`config.mk`:
```
export PLATFORM = sky130hd
export DESIGN_NAME = mm_read_master
export DESIGN_NICKNAME = d
export VERILOG_FILES = /design/src/rtl/mm_read_master.sv
export SDC_FILE = /design/constraint.sdc
export NUM_CORES = 1
export LEC_CHECK = 0
export BUFFER_PORTS_ARGS = -buffer_cell sky130_fd_sc_hd__buf_2
export CORE_UTILIZATION = 40
export CTS_CLUSTER_DIAMETER = 40
export DETAILED_ROUTE_END_ITERATION = 8
export GPL_TIMING_DRIVEN = 0
export PLACE_DENSITY_LB_ADDON = 0.3
export SYNTH_ARGS = -nofsm -noshare
export SYNTH_HDL_FRONTEND = slang
export SYNTH_SLANG_ARGS = --single-unit
```
`constraint.sdc`:
```
create_clock -name clk -period 7.7 [get_ports clk]
set_clock_uncertainty 0.05 [all_clocks]
set_input_delay 0.385 -clock clk [delete_from_list [all_inputs] [get_ports clk]]
set_output_delay 0.385 -clock clk [all_outputs]
set_load 0.005 [all_outputs]
```
`src/rtl/mm_read_master.sv`:
```
// Avalon-MM pipelined read master buffering returned words in a show-ahead FIFO.
// Define MM_READ_MASTER_STATS_EN to add the stat_words / stat_stall counters.
module mm_read_master #(
    parameter int ADDRESSWIDTH    = 28,
    parameter int DATAWIDTH       = 32,
    parameter int BYTEENABLEWIDTH = 4,
    parameter int FIFO_DEPTH      = 32,
    parameter int FIFO_DEPTH_LOG2 = 5
) (
    input  logic                       clk,
    input  logic                       reset,
    input  logic                       control_fixed_location,
    input  logic [ADDRESSWIDTH-1:0]    control_read_base,
    input  logic [ADDRESSWIDTH-1:0]    control_read_length,
    input  logic                       control_go,
    output logic                       control_done,
    input  logic                       user_read_buffer,
    output logic [DATAWIDTH-1:0]       user_buffer_output_data,
    output logic                       user_data_available,
    output logic [ADDRESSWIDTH-1:0]    master_address,
    output logic                       master_read,
    output logic [BYTEENABLEWIDTH-1:0] master_byteenable,
    input  logic [DATAWIDTH-1:0]       master_readdata,
    input  logic                       master_readdatavalid,
    input  logic                       master_waitrequest
`ifdef MM_READ_MASTER_STATS_EN
    ,
    output logic [31:0]                stat_words,
    output logic [31:0]                stat_stall
`endif
);

    localparam int PW = FIFO_DEPTH_LOG2 + 1;
    localparam int SW = FIFO_DEPTH_LOG2 + 2;

    typedef enum logic {IDLE, BUSY} state_t;

    state_t                     state_q, state_d;
    logic [ADDRESSWIDTH-1:0]    addr_q, addr_d;
    logic [ADDRESSWIDTH-1:0]    rem_q, rem_d;
    logic [ADDRESSWIDTH-1:0]    len_words;
    logic [PW-1:0]              pend_q, pend_d;
    logic [PW-1:0]              used_q, used_d;
    logic [FIFO_DEPTH_LOG2-1:0] wptr_q, wptr_d;
    logic [FIFO_DEPTH_LOG2-1:0] rptr_q, rptr_d;
    logic                       fixed_q, fixed_d;
    logic                       read_q, read_d;
    logic                       done_q, done_d;
    logic                       accept, push, pop;
    logic [DATAWIDTH-1:0]       mem_q [FIFO_DEPTH];

    assign len_words = control_read_length / ADDRESSWIDTH'(BYTEENABLEWIDTH);
    assign accept    = read_q && !master_waitrequest;
    // Returns arriving with nothing outstanding are leftovers from before reset.
    assign push      = master_readdatavalid && (pend_q != '0);
    assign pop       = user_read_buffer && (used_q != '0);

    always_comb begin
        state_d = state_q;
        addr_d  = addr_q;
        rem_d   = rem_q;
        fixed_d = fixed_q;
        pend_d  = pend_q + PW'(accept) - PW'(push);
        used_d  = used_q + PW'(push) - PW'(pop);
        wptr_d  = wptr_q + FIFO_DEPTH_LOG2'(push);
        rptr_d  = rptr_q + FIFO_DEPTH_LOG2'(pop);
        if (accept) begin
            rem_d = rem_q - ADDRESSWIDTH'(1);
            if (!fixed_q) begin
                addr_d = addr_q + ADDRESSWIDTH'(BYTEENABLEWIDTH);
            end
        end
        unique case (state_q)
            IDLE: begin
                if (control_go && (len_words != '0)) begin
                    state_d = BUSY;
                    addr_d  = control_read_base;
                    rem_d   = len_words;
                    fixed_d = control_fixed_location;
                end
            end
            BUSY: begin
                if ((rem_q == '0) && (pend_q == '0)) begin
                    state_d = IDLE;
                end
            end
        endcase
        done_d = (state_d == IDLE);
        // Only issue when the word is guaranteed a FIFO slot on return.
        read_d = (state_d == BUSY) && (rem_d != '0)
              && ((SW'(used_d) + SW'(pend_d)) < SW'(FIFO_DEPTH));
    end

    always_ff @(posedge clk) begin
        if (!reset) begin
            state_q <= IDLE;
            addr_q  <= '0;
            rem_q   <= '0;
            pend_q  <= '0;
            used_q  <= '0;
            wptr_q  <= '0;
            rptr_q  <= '0;
            fixed_q <= 1'b0;
            read_q  <= 1'b0;
            done_q  <= 1'b1;
        end else begin
            state_q <= state_d;
            addr_q  <= addr_d;
            rem_q   <= rem_d;
            pend_q  <= pend_d;
            used_q  <= used_d;
            wptr_q  <= wptr_d;
            rptr_q  <= rptr_d;
            fixed_q <= fixed_d;
            read_q  <= read_d;
            done_q  <= done_d;
        end
    end

    always_ff @(posedge clk) begin
        if (push) begin
            mem_q[wptr_q] <= master_readdata;
        end
    end

    assign control_done            = done_q;
    assign master_read             = read_q;
    assign master_address          = addr_q;
    assign master_byteenable       = '1;
    assign user_data_available     = (used_q != '0);
    assign user_buffer_output_data = (used_q != '0) ? mem_q[rptr_q] : '0;

`ifdef MM_READ_MASTER_STATS_EN
    logic [31:0] words_q, stall_q;

    always_ff @(posedge clk) begin
        if (!reset) begin
            words_q <= '0;
            stall_q <= '0;
        end else begin
            words_q <= words_q + 32'(push);
            stall_q <= stall_q + 32'(read_q && master_waitrequest);
        end
    end

    assign stat_words = words_q;
    assign stat_stall = stall_q;
`endif

endmodule

```
==> results.cfg <==
[critical_path]
crit_path_cell_trace = clkbuf_1, clkbuf_1, clkbuf_1, mux4_2, mux4_2, mux2i_1, nor2_1, buf_2
crit_buf_inv = 4
cp_common_cell = clkbuf_1
crit_type = flop to output pin
startpoint_type = flop
path_delay_family = buffers and inverters
max_stage_delay_ns = 0.99
crit_path_top_delay_cell = clkbuf_1
crit_required_ns = 7.26
crit_arrival_ns = 4.65
end_kind = output pin
cp_max_fo = 10

[timing]
setup_tns_ns = 0
setup_slack_ns = 2.62
setup_violations = 0
max_clock_freq_mhz = 197
tightest_slew_ns = 1.26
layout_min_cycle_time_ns = 5.08
rsz0062_at_grt = no
hold_viol_final = 0
maxSlewViolCount = 0
post-route-period-util_pct = 66.0
relSlewSlack_pct = 16.3

[synth]
netlist_instances = 2079
ys.flop_type = edfxtp_1
ys_seq_area_share_pct = 74.3
synth_top_area_share_pct = 70.6
synth_area_leaders = edfxtp_1 (71%), mux4_2 (17%), dfxtp_1 (3.8%), nor2_1 (1.3%), mux2i_1 (0.99%)
async_reset_ff_share_pct = 0
synth_edf_count = 1024
yosys.cell_types.count = 61
ys_ff_latch = 1106
synth_top_area_cell = edfxtp_1
synth_area_um2 = 43600
synth_area_per_cell_um2 = 21.0
synth-warning-count = 0

[clock_tree]
clockBufferDepth = 3
clk_pin_slew_worst_paths_ns = 0.06
clock-root-buffer = clkbuf_16
worstSkewPairLatency_ns = 0.75
cts_tree = built
cts_htree_levels = 4
cts_made_buffers = 138
cts_num_sinks = 1106

[detailed_routing]
totalWireLength_mm = 110
drtIter0Drc = 1860
wl_per_cell_um = 27.5
first_pass_iters = 5
drtAntennaViolNets = 0
remaining_drc_errors = 0
vias_per_cell = 5.59
vias = 22300

[cells_and_area]
area_delta_synth_final_pct = 20.2
layout-drive-gt1-share_pct = 30.7
nNetsFinal = 2587
instances_no_fill = 3983
design_area_um2 = 52400
num-fill-cells = 8614

[power]
p_int_mw = 12.2
power_frac_comb_pct = 19.8
power_density_nw_per_um2 = 319
ir_worst_vdd_uv = 243
p_seq_share_pct = 40.7
clkPwrFrac_pct = 39.4
switching_power_mw = 4.51
power.leakage_nw = 16.5
switching_share_pct = 27.0

[global_routing]
grt_pass1_vias = 23500
overflow = 0
grt_pass1_wl_mm = 160
track_usage_pct = 20.1
grt_max_degree = 33
antenna_found_initial = 4

[floorplanning]
die_area_um2 = 110000
start_util_pct = 40.5
core-area_um2 = 108000
io_pins = 162
die_w_um = 332
dieHeight_um = 332
rows = 120

[placed_design]
dp.cells = 3672
dpl.hpwl_mm = 71.9
dp_slack_ns = 3.38
dpl_cell_area_um2 = 47100
portBuffers = 155
gp_congestion = 0.864

[hold_path]
min_path_type = primary input to flop

[outcome]
outcome = complete, no violations

[flow_run]
max_cap_violations = 0
==> cell usage after synthesis, types with 19 or more instances <==
master / n
edfxtp_1: 1024
mux4_2: 320
nor2_1: 152
dfxtp_1: 82
clkbuf_1: 77
mux2i_1: 43
a211oi_1: 39
xor2_1: 33
xnor2_1: 29
ha_1: 24
nand2_1: 24
inv_1: 22
buf_2: 19
==> sequential cells by signal, indices dropped and copies added (netlist names) <==
signal and cells:
wptr_q 5, rptr_q 5, state_q 1, pend_q 6, control_done 1, rem_q 28, master_address 28, master_read 1
used_q 6, mem_q 1024, fixed_q 1
==> logic make-up (layout without fill, tap and decap cells) <==
| logic type | after synthesis | count (layout) | synth area share (%) |
|---|---|---|---|
| flip-flops | 1106 | 1106 | 74.3 |
| multiplexers | 363 | 363 | 17.5 |
| AND/OR/NAND/NOR | 301 | 301 | 3.46 |
| buffers and inverters | 139 | 636 | 1.29 |
| AO/OA/AOI/OAI | 80 | 80 | 1.33 |
| XOR/XNOR | 62 | 62 | 1.25 |
| adder cells (fa/ha/maj) | 27 | 27 | 0.804 |
| other | 1 | 5 | 0.00861 |
==> path summary, 6_finish.rpt <==
path                           from                          to  slack (ns)  cells after the start
hold / removal     user_read_buffer                   rptr_q[0]        0.06                      4
hold reg to reg   master_address[0]           master_address[0]        0.44                      2
setup / recovery          rptr_q[1]  user_buffer_output_data[4]        2.62                      8
setup reg to reg          pend_q[4]                 master_read        3.62                     17
==> power by group through the flow <==
stage / sequential (mW) / clock, mW / combinational, mW
final: 6.81 / 6.59 / 3.32
after global routing: 6.82 / 6.91 / 3.57
after CTS: 6.81 / 6.69 / 3.37
after detailed placement: 6.94 / 0 / 3.33
after global placement: 6.94 / 0 / 3.23
after floorplan: 6.92 / 0 / 2.10
==> worst min-delay path, cell delays in order <==
cell and delay [ns]:
buf_2 0.11, nand2_1 0.08, xor2_1 0.14, nor2_1 0.09
==> layout make-up <==
cell class / instances / area [um^2] / area share, %
Timing Repair Buffer: 244 / 2080 / 3.97
Buffer: 116 / 480 / 0.917
Antenna cell: 1 / 2.50 / 0.00478
Sequential cell: 1106 / 32400 / 61.8
Clock buffer: 166 / 3590 / 6.85
Tap cell: 1403 / 1760 / 3.35
Clock inverter: 87 / 1140 / 2.17
Multi-Input combinational cell: 837 / 10900 / 20.7
Inverter: 23 / 86.3 / 0.165
==> cells in the final DEF, fill, tap and decap left out, types with 14 or more instances in the layout <==
master         instances
edfxtp_1            1024
xnor2_1               29
buf_12                20
mux4_2               320
nor2_1               120
clkbuf_1             102
a211oi_1              39
buf_2                176
clkbuf_16            138
ha_1                  24
nor4_1                15
mux2i_1               43
xor2_1                33
bufinv_16             17
and2_1                15
clkinv_2              18
inv_1                 22
nand2_1               24
or3_1                 14
dfxtp_1               82
nor2_4                32
dlygate4sd3_1         56
==> through the flow <==
stage | hold WS (ns) | power (mW) | utilization (%)
3_5_place_dp | 0.434 | 10.3 | 43.8
2_1_floorplan | 0.428 | 9.01 | -
6_report | 0.0626 | 16.7 | 48.7
4_1_cts | 0.00114 | 16.9 | 48.7
5_1_grt | 0.104 | 17.3 | 48.7
3_3_place_gp | 0.423 | 10.2 | 42.9
==> what timing repair did <==
item                      in CTS  in global routing
hold endpoints to repair      61                  0
setup buffers                  0                  0
hold buffers                  56                  0
resized for setup              0                  0
==> layer usage <==
| metal | part of all wire [%] | track usage (%) |
|---|---|---|
| met5 | 0.025 | 0 |
| met4 | 2.8 | 6.94 |
| met3 | 6.0 | 4.11 |
| met2 | 51 | 34.2 |
| met1 | 40 | 25.7 |
Note: power is estimated with default switching activity, not from simulation.
